[src/rtl/bus_cycle_ctrl.sv]
// bus_cycle_ctrl: 68000 bus-cycle sequencer for the Mackerel-10 system controller.
// Generates DTACK after per-region wait states, raises BERR on timeout or spurious
// IACK, runs DUART vectored / EXP autovectored IACK cycles, and encodes IPL.
module bus_cycle_ctrl #(
  parameter int ROM_WS      = 2,
  parameter int RAM_WS      = 0,
  parameter int IO_WS       = 3,
  parameter int TIMEOUT     = 64,
  parameter int DUART_LEVEL = 5,
  parameter int EXP_LEVEL   = 3
) (
  input  logic       CLK,
  input  logic       RST,
  input  logic       AS,
  input  logic       UDS,
  input  logic       LDS,
  input  logic [2:0] FC,
  input  logic [3:0] ADDR_H,
  input  logic [2:0] ADDR_L,
  input  logic       IRQ_DUART,
  input  logic       IRQ_EXP,
  output logic       DTACK,
  output logic       BERR,
  output logic       VPA,
  output logic       IACK_DUART,
  output logic [2:0] IPL,
  output logic       TIMEOUT_FLAG
);

  localparam int WS_W = 8;
  localparam int TO_W = $clog2(TIMEOUT + 1);

  localparam logic [WS_W-1:0] ROM_WS_V  = WS_W'(ROM_WS);
  localparam logic [WS_W-1:0] RAM_WS_V  = WS_W'(RAM_WS);
  localparam logic [WS_W-1:0] IO_WS_V   = WS_W'(IO_WS);
  localparam logic [TO_W-1:0] TO_LAST   = TO_W'(TIMEOUT - 1);
  localparam logic [2:0]      DUART_LVL = 3'(DUART_LEVEL);
  localparam logic [2:0]      EXP_LVL   = 3'(EXP_LEVEL);

  typedef enum logic [2:0] {
    S_IDLE,
    S_WAIT,
    S_ACK,
    S_FAULT,
    S_DONE
  } state_t;

  state_t          state_q, state_d;
  logic [WS_W-1:0] ws_cnt_q, ws_cnt_d;
  logic [TO_W-1:0] to_cnt_q, to_cnt_d;
  logic            ack_src_q, ack_src_d;
  logic            dtack_q, dtack_d;
  logic            berr_q, berr_d;
  logic            vpa_q, vpa_d;
  logic            iack_q, iack_d;
  logic            flag_q, flag_d;
  logic            irq_d_s1_q, irq_d_s1_d;
  logic            irq_d_s2_q, irq_d_s2_d;
  logic            irq_e_s1_q, irq_e_s1_d;
  logic            irq_e_s2_q, irq_e_s2_d;
  logic [2:0]      ipl_q, ipl_d;
  logic [2:0]      lvl_duart, lvl_exp, lvl_max;
  logic            cycle_start;

  assign DTACK        = dtack_q;
  assign BERR         = berr_q;
  assign VPA          = vpa_q;
  assign IACK_DUART   = iack_q;
  assign IPL          = ipl_q;
  assign TIMEOUT_FLAG = flag_q;

  // Next-state logic: interrupt synchroniser/encoder and the bus-cycle sequencer
  always_comb begin
    state_d    = state_q;
    ws_cnt_d   = ws_cnt_q;
    to_cnt_d   = to_cnt_q;
    ack_src_d  = ack_src_q;
    dtack_d    = dtack_q;
    berr_d     = berr_q;
    vpa_d      = vpa_q;
    iack_d     = iack_q;
    flag_d     = flag_q;

    irq_d_s1_d = IRQ_DUART;
    irq_d_s2_d = irq_d_s1_q;
    irq_e_s1_d = IRQ_EXP;
    irq_e_s2_d = irq_e_s1_q;

    lvl_duart  = irq_d_s2_q ? 3'd0 : DUART_LVL;
    lvl_exp    = irq_e_s2_q ? 3'd0 : EXP_LVL;
    lvl_max    = (lvl_duart > lvl_exp) ? lvl_duart : lvl_exp;
    ipl_d      = ~lvl_max;

    cycle_start = !AS && (!UDS || !LDS || (FC == 3'b111));

    case (state_q)
      S_IDLE: begin
        if (cycle_start) begin
          to_cnt_d  = '0;
          ws_cnt_d  = '0;
          ack_src_d = 1'b0;
          state_d   = S_WAIT;
          if (FC == 3'b111) begin
            if (ADDR_L == DUART_LVL) begin
              ws_cnt_d  = IO_WS_V;
              ack_src_d = 1'b1;
              iack_d    = 1'b0;
            end else if (ADDR_L == EXP_LVL) begin
              vpa_d   = 1'b0;
              state_d = S_ACK;
            end else begin
              berr_d  = 1'b0;
              state_d = S_FAULT;
            end
          end else if (ADDR_H == 4'h0) begin
            ws_cnt_d  = ROM_WS_V;
            ack_src_d = 1'b1;
          end else if (ADDR_H[3:2] == 2'b10) begin
            ws_cnt_d  = RAM_WS_V;
            ack_src_d = 1'b1;
          end else if (ADDR_H[3:2] == 2'b11) begin
            ws_cnt_d  = IO_WS_V;
            ack_src_d = 1'b1;
          end
        end
      end
      S_WAIT: begin
        if (AS) begin
          dtack_d = 1'b1;
          berr_d  = 1'b1;
          vpa_d   = 1'b1;
          iack_d  = 1'b1;
          state_d = S_IDLE;
        end else begin
          to_cnt_d = to_cnt_q + 1'b1;
          if (ack_src_q && (ws_cnt_q == '0)) begin
            dtack_d = 1'b0;
            state_d = S_ACK;
          end else if (to_cnt_q == TO_LAST) begin
            berr_d  = 1'b0;
            flag_d  = 1'b1;
            state_d = S_FAULT;
          end else if (ws_cnt_q != '0) begin
            ws_cnt_d = ws_cnt_q - 1'b1;
          end
        end
      end
      S_ACK, S_FAULT: begin
        if (AS) begin
          dtack_d = 1'b1;
          berr_d  = 1'b1;
          vpa_d   = 1'b1;
          iack_d  = 1'b1;
          state_d = S_IDLE;
        end
      end
      S_DONE: begin
        if (AS) begin
          state_d = S_IDLE;
        end
      end
      default: begin
        state_d = S_DONE;
      end
    endcase
  end

  // Register every flop; reset parks in DONE so a half-seen cycle is never acked
  always_ff @(posedge CLK) begin
    if (!RST) begin
      state_q    <= S_DONE;
      ws_cnt_q   <= '0;
      to_cnt_q   <= '0;
      ack_src_q  <= 1'b0;
      dtack_q    <= 1'b1;
      berr_q     <= 1'b1;
      vpa_q      <= 1'b1;
      iack_q     <= 1'b1;
      flag_q     <= 1'b0;
      irq_d_s1_q <= 1'b1;
      irq_d_s2_q <= 1'b1;
      irq_e_s1_q <= 1'b1;
      irq_e_s2_q <= 1'b1;
      ipl_q      <= 3'b111;
    end else begin
      state_q    <= state_d;
      ws_cnt_q   <= ws_cnt_d;
      to_cnt_q   <= to_cnt_d;
      ack_src_q  <= ack_src_d;
      dtack_q    <= dtack_d;
      berr_q     <= berr_d;
      vpa_q      <= vpa_d;
      iack_q     <= iack_d;
      flag_q     <= flag_d;
      irq_d_s1_q <= irq_d_s1_d;
      irq_d_s2_q <= irq_d_s2_d;
      irq_e_s1_q <= irq_e_s1_d;
      irq_e_s2_q <= irq_e_s2_d;
      ipl_q      <= ipl_d;
    end
  end

endmodule

[config.mk]
export PLATFORM = sky130hd
export DESIGN_NAME = bus_cycle_ctrl
export DESIGN_NICKNAME = d
export VERILOG_FILES = /design/src/rtl/bus_cycle_ctrl.sv
export SDC_FILE = /design/constraint.sdc
export NUM_CORES = 1
export LEC_CHECK = 0
export ABC_AREA = 1
export BUFFER_PORTS_ARGS = -buffer_cell sky130_fd_sc_hd__buf_4
export CAP_MARGIN = 10
export CORE_MARGIN = 10
export CORE_UTILIZATION = 40
export DETAILED_ROUTE_END_ITERATION = 12
export REMOVE_ABC_BUFFERS = 1
export SLEW_MARGIN = 20
export SYNTH_ARGS = -nofsm -noshare
export SYNTH_HDL_FRONTEND = slang
export SYNTH_SLANG_ARGS = --single-unit
[constraint.sdc]
create_clock -name CLK -period 3.34 [get_ports CLK]
set_input_delay 0.167 -clock CLK [delete_from_list [all_inputs] [get_ports CLK]]
set_output_delay 0.167 -clock CLK [all_outputs]
set_load 0.05 [all_outputs]
* Word-level counts from Yosys, hierarchy flattened *
Cells that the tools add are included.

storage, ports and cells
  bits in registers = 31
  input bits = 17
  logic and storage cells = 126

operators by class
  $add $sub $neg = 2
  order comparisons = 1
  equal/unequal tests = 27
  multiplexer cells = 52
  bitwise logic cells = 3
  reduce and logical (&&, ||, !) cells = 27

operators by type and width
  cell                   count
  $mux W8                6
  $mux W1                23
  $ne A2 B2 Y1 const B   11
  $mux W3                7
  $pmux W8 S2            1
  $mux W2                7
  $mux W7                2
  $pmux W7 S2            1
  $reduce_and A6 Y1      2
  $eq A3 B2 Y1 const B   3
  $eq A3 B3 Y1 const B   3
  $ne A3 B3 Y1 const B   3
  $pmux W3 S3            1
  $reduce_and A3 Y1      3
  $logic_not A8 Y1       1
  $reduce_and A8 Y1      1
  $reduce_bool A8 Y1     1
  $sub A8 B1 Y8 const B  1
  $add A7 B1 Y7 const B  1
  $eq A7 B6 Y1 const B   1
  $pmux W1 S2            3
  $reduce_bool A2 Y1     3
  $reduce_or A3 Y1       2
  $reduce_and A5 Y1      1
  17 further kinds       24

* Longest topological paths before layout *
  depth after elaboration = 7
  mapped depth = 11
  mapped depth without buffers = 11

* Worst setup path after synthesis *
Ideal clock, no wire load.

  kind = reg2reg
  start = register to_cnt_q[0]
  end = register ws_cnt_q[7]
  data arrival time = 1.335 ns
  required time = 3.273 ns
  path slack = 1.937 ns
  cell stages (with the launch flop) = 10
  buffers on the path = 0
  period minus slack after synthesis = 1.403 ns
  cell sequence = dfxtp_1 > ha_1 > nand2_1 > nor2_2 > nand3_1 > nand3_1 > nand2_2 > nand2_4 > nand2_1 > a21oi_2

on the way
  cells in the longest elaborated chain, start to end = 3

RTL lines
  item                         RTL line  RTL
  from (decl)                  50        logic [TO_W-1:0] to_cnt_q, to_cnt_d;
  from (signal assigned)       188       to_cnt_q <= to_cnt_d;
  $eq A7 B6 Y1                 139       end else if (to_cnt_q == TO_LAST) begin
  $ne A2 B2 Y1 (no line)       --
  $reduce_and A6 Y1 (no line)  --
  to (signal assigned)         187       ws_cnt_q <= ws_cnt_d;
  to (decl)                    49        logic [WS_W-1:0] ws_cnt_q, ws_cnt_d;

Every way passes these cells.
A chain may end at the register's enable or synchronous reset.

* Worst setup path after layout *
Same ends and word-level chain as after synthesis.

==> flow_summary.json <==
{
  "status": "complete, no violations",
  "dr.pass1.iters": 4,
  "synthCells": 252,
  "syn_area_per_cell_um2": 7.04,
  "cts_max_level": 2,
  "synth_top_area_share_pct": 35.0,
  "drv_slew": 0,
  "crit_fanout": 9,
  "fillers": 467,
  "max_cap_viol_count": 0,
  "holdCritPathClass": "in2reg",
  "crit_required_ps": 3560,
  "yosysUniqueCellTypes": 32,
  "fin_tns_setup_ps": 0,
  "yosys_warnings": 0,
  "dieArea_um2": 7500,
  "drcViolationCount": 0,
  "clk_latency_ps": 280,
  "path_buf_inv": 0,
  "p_sw_share_pct": 43.7,
  "cp.arrival_ps": 1860,
  "first_iter_violations": 59,
  "muxShareOfSynthArea_pct": 0,
  "clkPwrFrac_pct": 20.0,
  "viasPerCell": 4.71,
  "fin_cells": 333,
  "layout-drive-gt1-share_pct": 20.6,
  "cellPowerDensity_nw_per_um2": 686,
  "start_kind": "flip-flop",
  "synth-compound-area-share_pct": 8.40,
  "synth_largest_area_cell": "dfxtp_1",
  "netSwitchingPower_mw": 0.619,
  "core_um2": 4320,
  "synth_top_family_by_area": "simple AND/OR/NAND/NOR gates",
  "crit_type": "reg2reg",
  "rows": 24,
  "port-buffer-count": 24,
  "synth-xor-area-share_pct": 2.96,
  "num_io_pins": 25,
  "path_cells": "ha_1 > nand2_1 > nor2_2 > nand3_1 > nand3_1 > nand2_2 > nand2_4 > nand2_1 > a21oi_2",
  "dp.cells": 325,
  "cts_sinks": 31,
  "synth_most_common_cell": "nand2_1",
  "cts_hold_buf": 0,
  "rsz0062_at_grt": "false",
  "synth-seq-cells": 31,
  "n_antenna_cell": 0,
  "multi_input_area_um2": 975,
  "finalClockSkew_ps": 2.45,
  "finalCritPeriodShare_pct": 49.2,
  "numCtsBuffers": 5,
  "via_count": 1568,
  "root_buffer": "clkbuf_8",
  "cts_resized": 0,
  "final-setup-viol-count": 0,
  "vdd_drop_max_uv": 307,
  "start_util_pct": 41.0,
  "seqPwrFrac_pct": 32.9,
  "final_antenna_net_count": 0,
  "area_growth_pct": 16.4,
  "p_int_mw": 0.797,
  "combPwrFrac_pct": 47.1,
  "synth-edff-count": 0,
  "cts.clk_slew.worst_paths_ps": 70,
  "grt_overflow": 0,
  "wirelength_um": 3770,
  "grt_antenna_before_repair": 0,
  "clockBufferDepth": 2,
  "hold_viol": 0,
  "synth_area_leaders": "dfxtp_1 (35%), nand2_1 (15%), nand3_1 (6.5%), nor2_1 (6.1%), inv_1 (5.9%)",
  "die_height_um": 86.6,
  "min_period_ps": 1640,
  "fp.dieW_um": 86.6,
  "grt_pass1_wl_um": 6870,
  "syn_area_um2": 1770,
  "synthAdderAreaFrac_pct": 1.41,
  "leakage_nw": 1.03,
  "tightest_slew_ps": 501,
  "cts_setup_buffers": 0,
  "dp_hpwl_um": 2880,
  "seq_area_um2": 621,
  "relSlewSlack_pct": 66.6,
  "async_reset_ff_share_pct": 0,
  "crit_path_max_incr_delay_ps": 390,
  "cts_tree": "built",
  "wl_per_cell_um": 11.3,
  "fmax_mhz": 608,
  "grt_max_degree": 16,
  "crit_slowest_cell": "dfxtp_1",
  "synth_ff_type": "dfxtp_1",
  "gp_congestion": 0.830,
  "critPathCaptureType": "flip-flop",
  "synth.yosys.seq_area_share_pct": 35.0,
  "synthTopCellsByCount": "nand2_1 (69), dfxtp_1 (31), nor2_1 (29)",
  "synth-simple-area-share_pct": 42.2,
  "first_global_vias": 1535,
  "grtUsageTotal_pct": 11.1,
  "nNetsFinal": 299,
  "crit_family": "simple AND/OR/NAND/NOR gates"
}
## cell usage in the layout, fill, tap and decap left out
cell / count
nand3_1: 23
o21ai_0: 4
inv_1: 28
xnor2_1: 1
xor2_1: 5
ha_1: 2
nor2_8: 2
nand2_1: 69
buf_4: 24
nand2_4: 5
nand3b_1: 1
o21a_1: 2
nor3_1: 2
nor2_4: 2
nor2_2: 1
nand3_2: 3
dfxtp_1: 31
o21bai_1: 1
inv_4: 1
a211oi_1: 1
nand3_4: 1
nand2_2: 2
nand4_1: 5
a21oi_2: 1
or2_2: 4
clkbuf_8: 5
or2_0: 1
bufinv_8: 1
inv_2: 3
nor2_1: 29
clkinv_2: 3
a21oi_1: 18
## sequential cells by signal, summed over array words and instances (netlist names)
name          count
ack_src_q         1
IPL               3
BERR              1
irq_d_s2_q        1
irq_e_s1_q        1
ws_cnt_q          8
irq_d_s1_q        1
to_cnt_q          7
DTACK             1
state_q           3
VPA               1
IACK_DUART        1
irq_e_s2_q        1
TIMEOUT_FLAG      1
## worst paths after layout
kind / from / slack [ps] / end / cells past startpoint
worst min register to register: irq_d_s2_q$_SDFF_PN1_ / 410 / IPL[1]$_SDFF_PN1_ / 1
worst min-delay path: IRQ_EXP / 70 / irq_e_s1_q$_SDFF_PN1_ / 2
worst max-delay path: to_cnt_q[0]$_SDFFE_PN0P_ / 1700 / ws_cnt_q[7]$_SDFFE_PN0P_ / 9
worst max register to register: to_cnt_q[0]$_SDFFE_PN0P_ / 1700 / ws_cnt_q[7]$_SDFFE_PN0P_ / 9
## cell type report
class / instances / area share [%]
clock buffers: 5 / 3.33
clock inverters: 3 / 0.727
inverters: 33 / 6.79
multi-input cells: 185 / 47.2
flip-flops and latches: 31 / 30.1
well taps: 52 / 3.15
repair buffers: 24 / 8.73
## power by group through the flow
stage / clock network [mW] / registers, mW / logic [mW]
after detailed placement: 0 / 0.474 / 0.667
final: 0.284 / 0.466 / 0.666
after floorplan: 0 / 0.526 / 0.474
after global routing: 0.311 / 0.474 / 0.765
after CTS: 0.292 / 0.467 / 0.673
after global placement: 0 / 0.474 / 0.670
## kinds of logic after synthesis
family	Yosys count
xor+xnor	6
compound gates	27
fa+ha+maj	2
buf+inv	36
flops	31
simple gates	150
## per-stage QoR
stage	setup slack, ps	power, mW	cell area (µm²)	utilization, %	hold slack [ps]
floorplan	1940	0.999	1740	-	236
global placement	1730	1.14	1980	45.8	355
detailed placement	1700	1.14	1980	45.8	357
CTS	1680	1.43	2060	47.7	60.5
global route	1470	1.55	2060	47.7	54.1
finish	1700	1.42	2060	47.7	65.9
## metal layers
layer  wire length [µm]  GRT usage (%)  vias up
li1                   -              -      852
met1               1910           14.0      683
met2               1580           16.6       27
met3                220           4.32        6
met4                 61           4.42        0
met5                  0              0        -
Power figures use the tool's default switching activity.
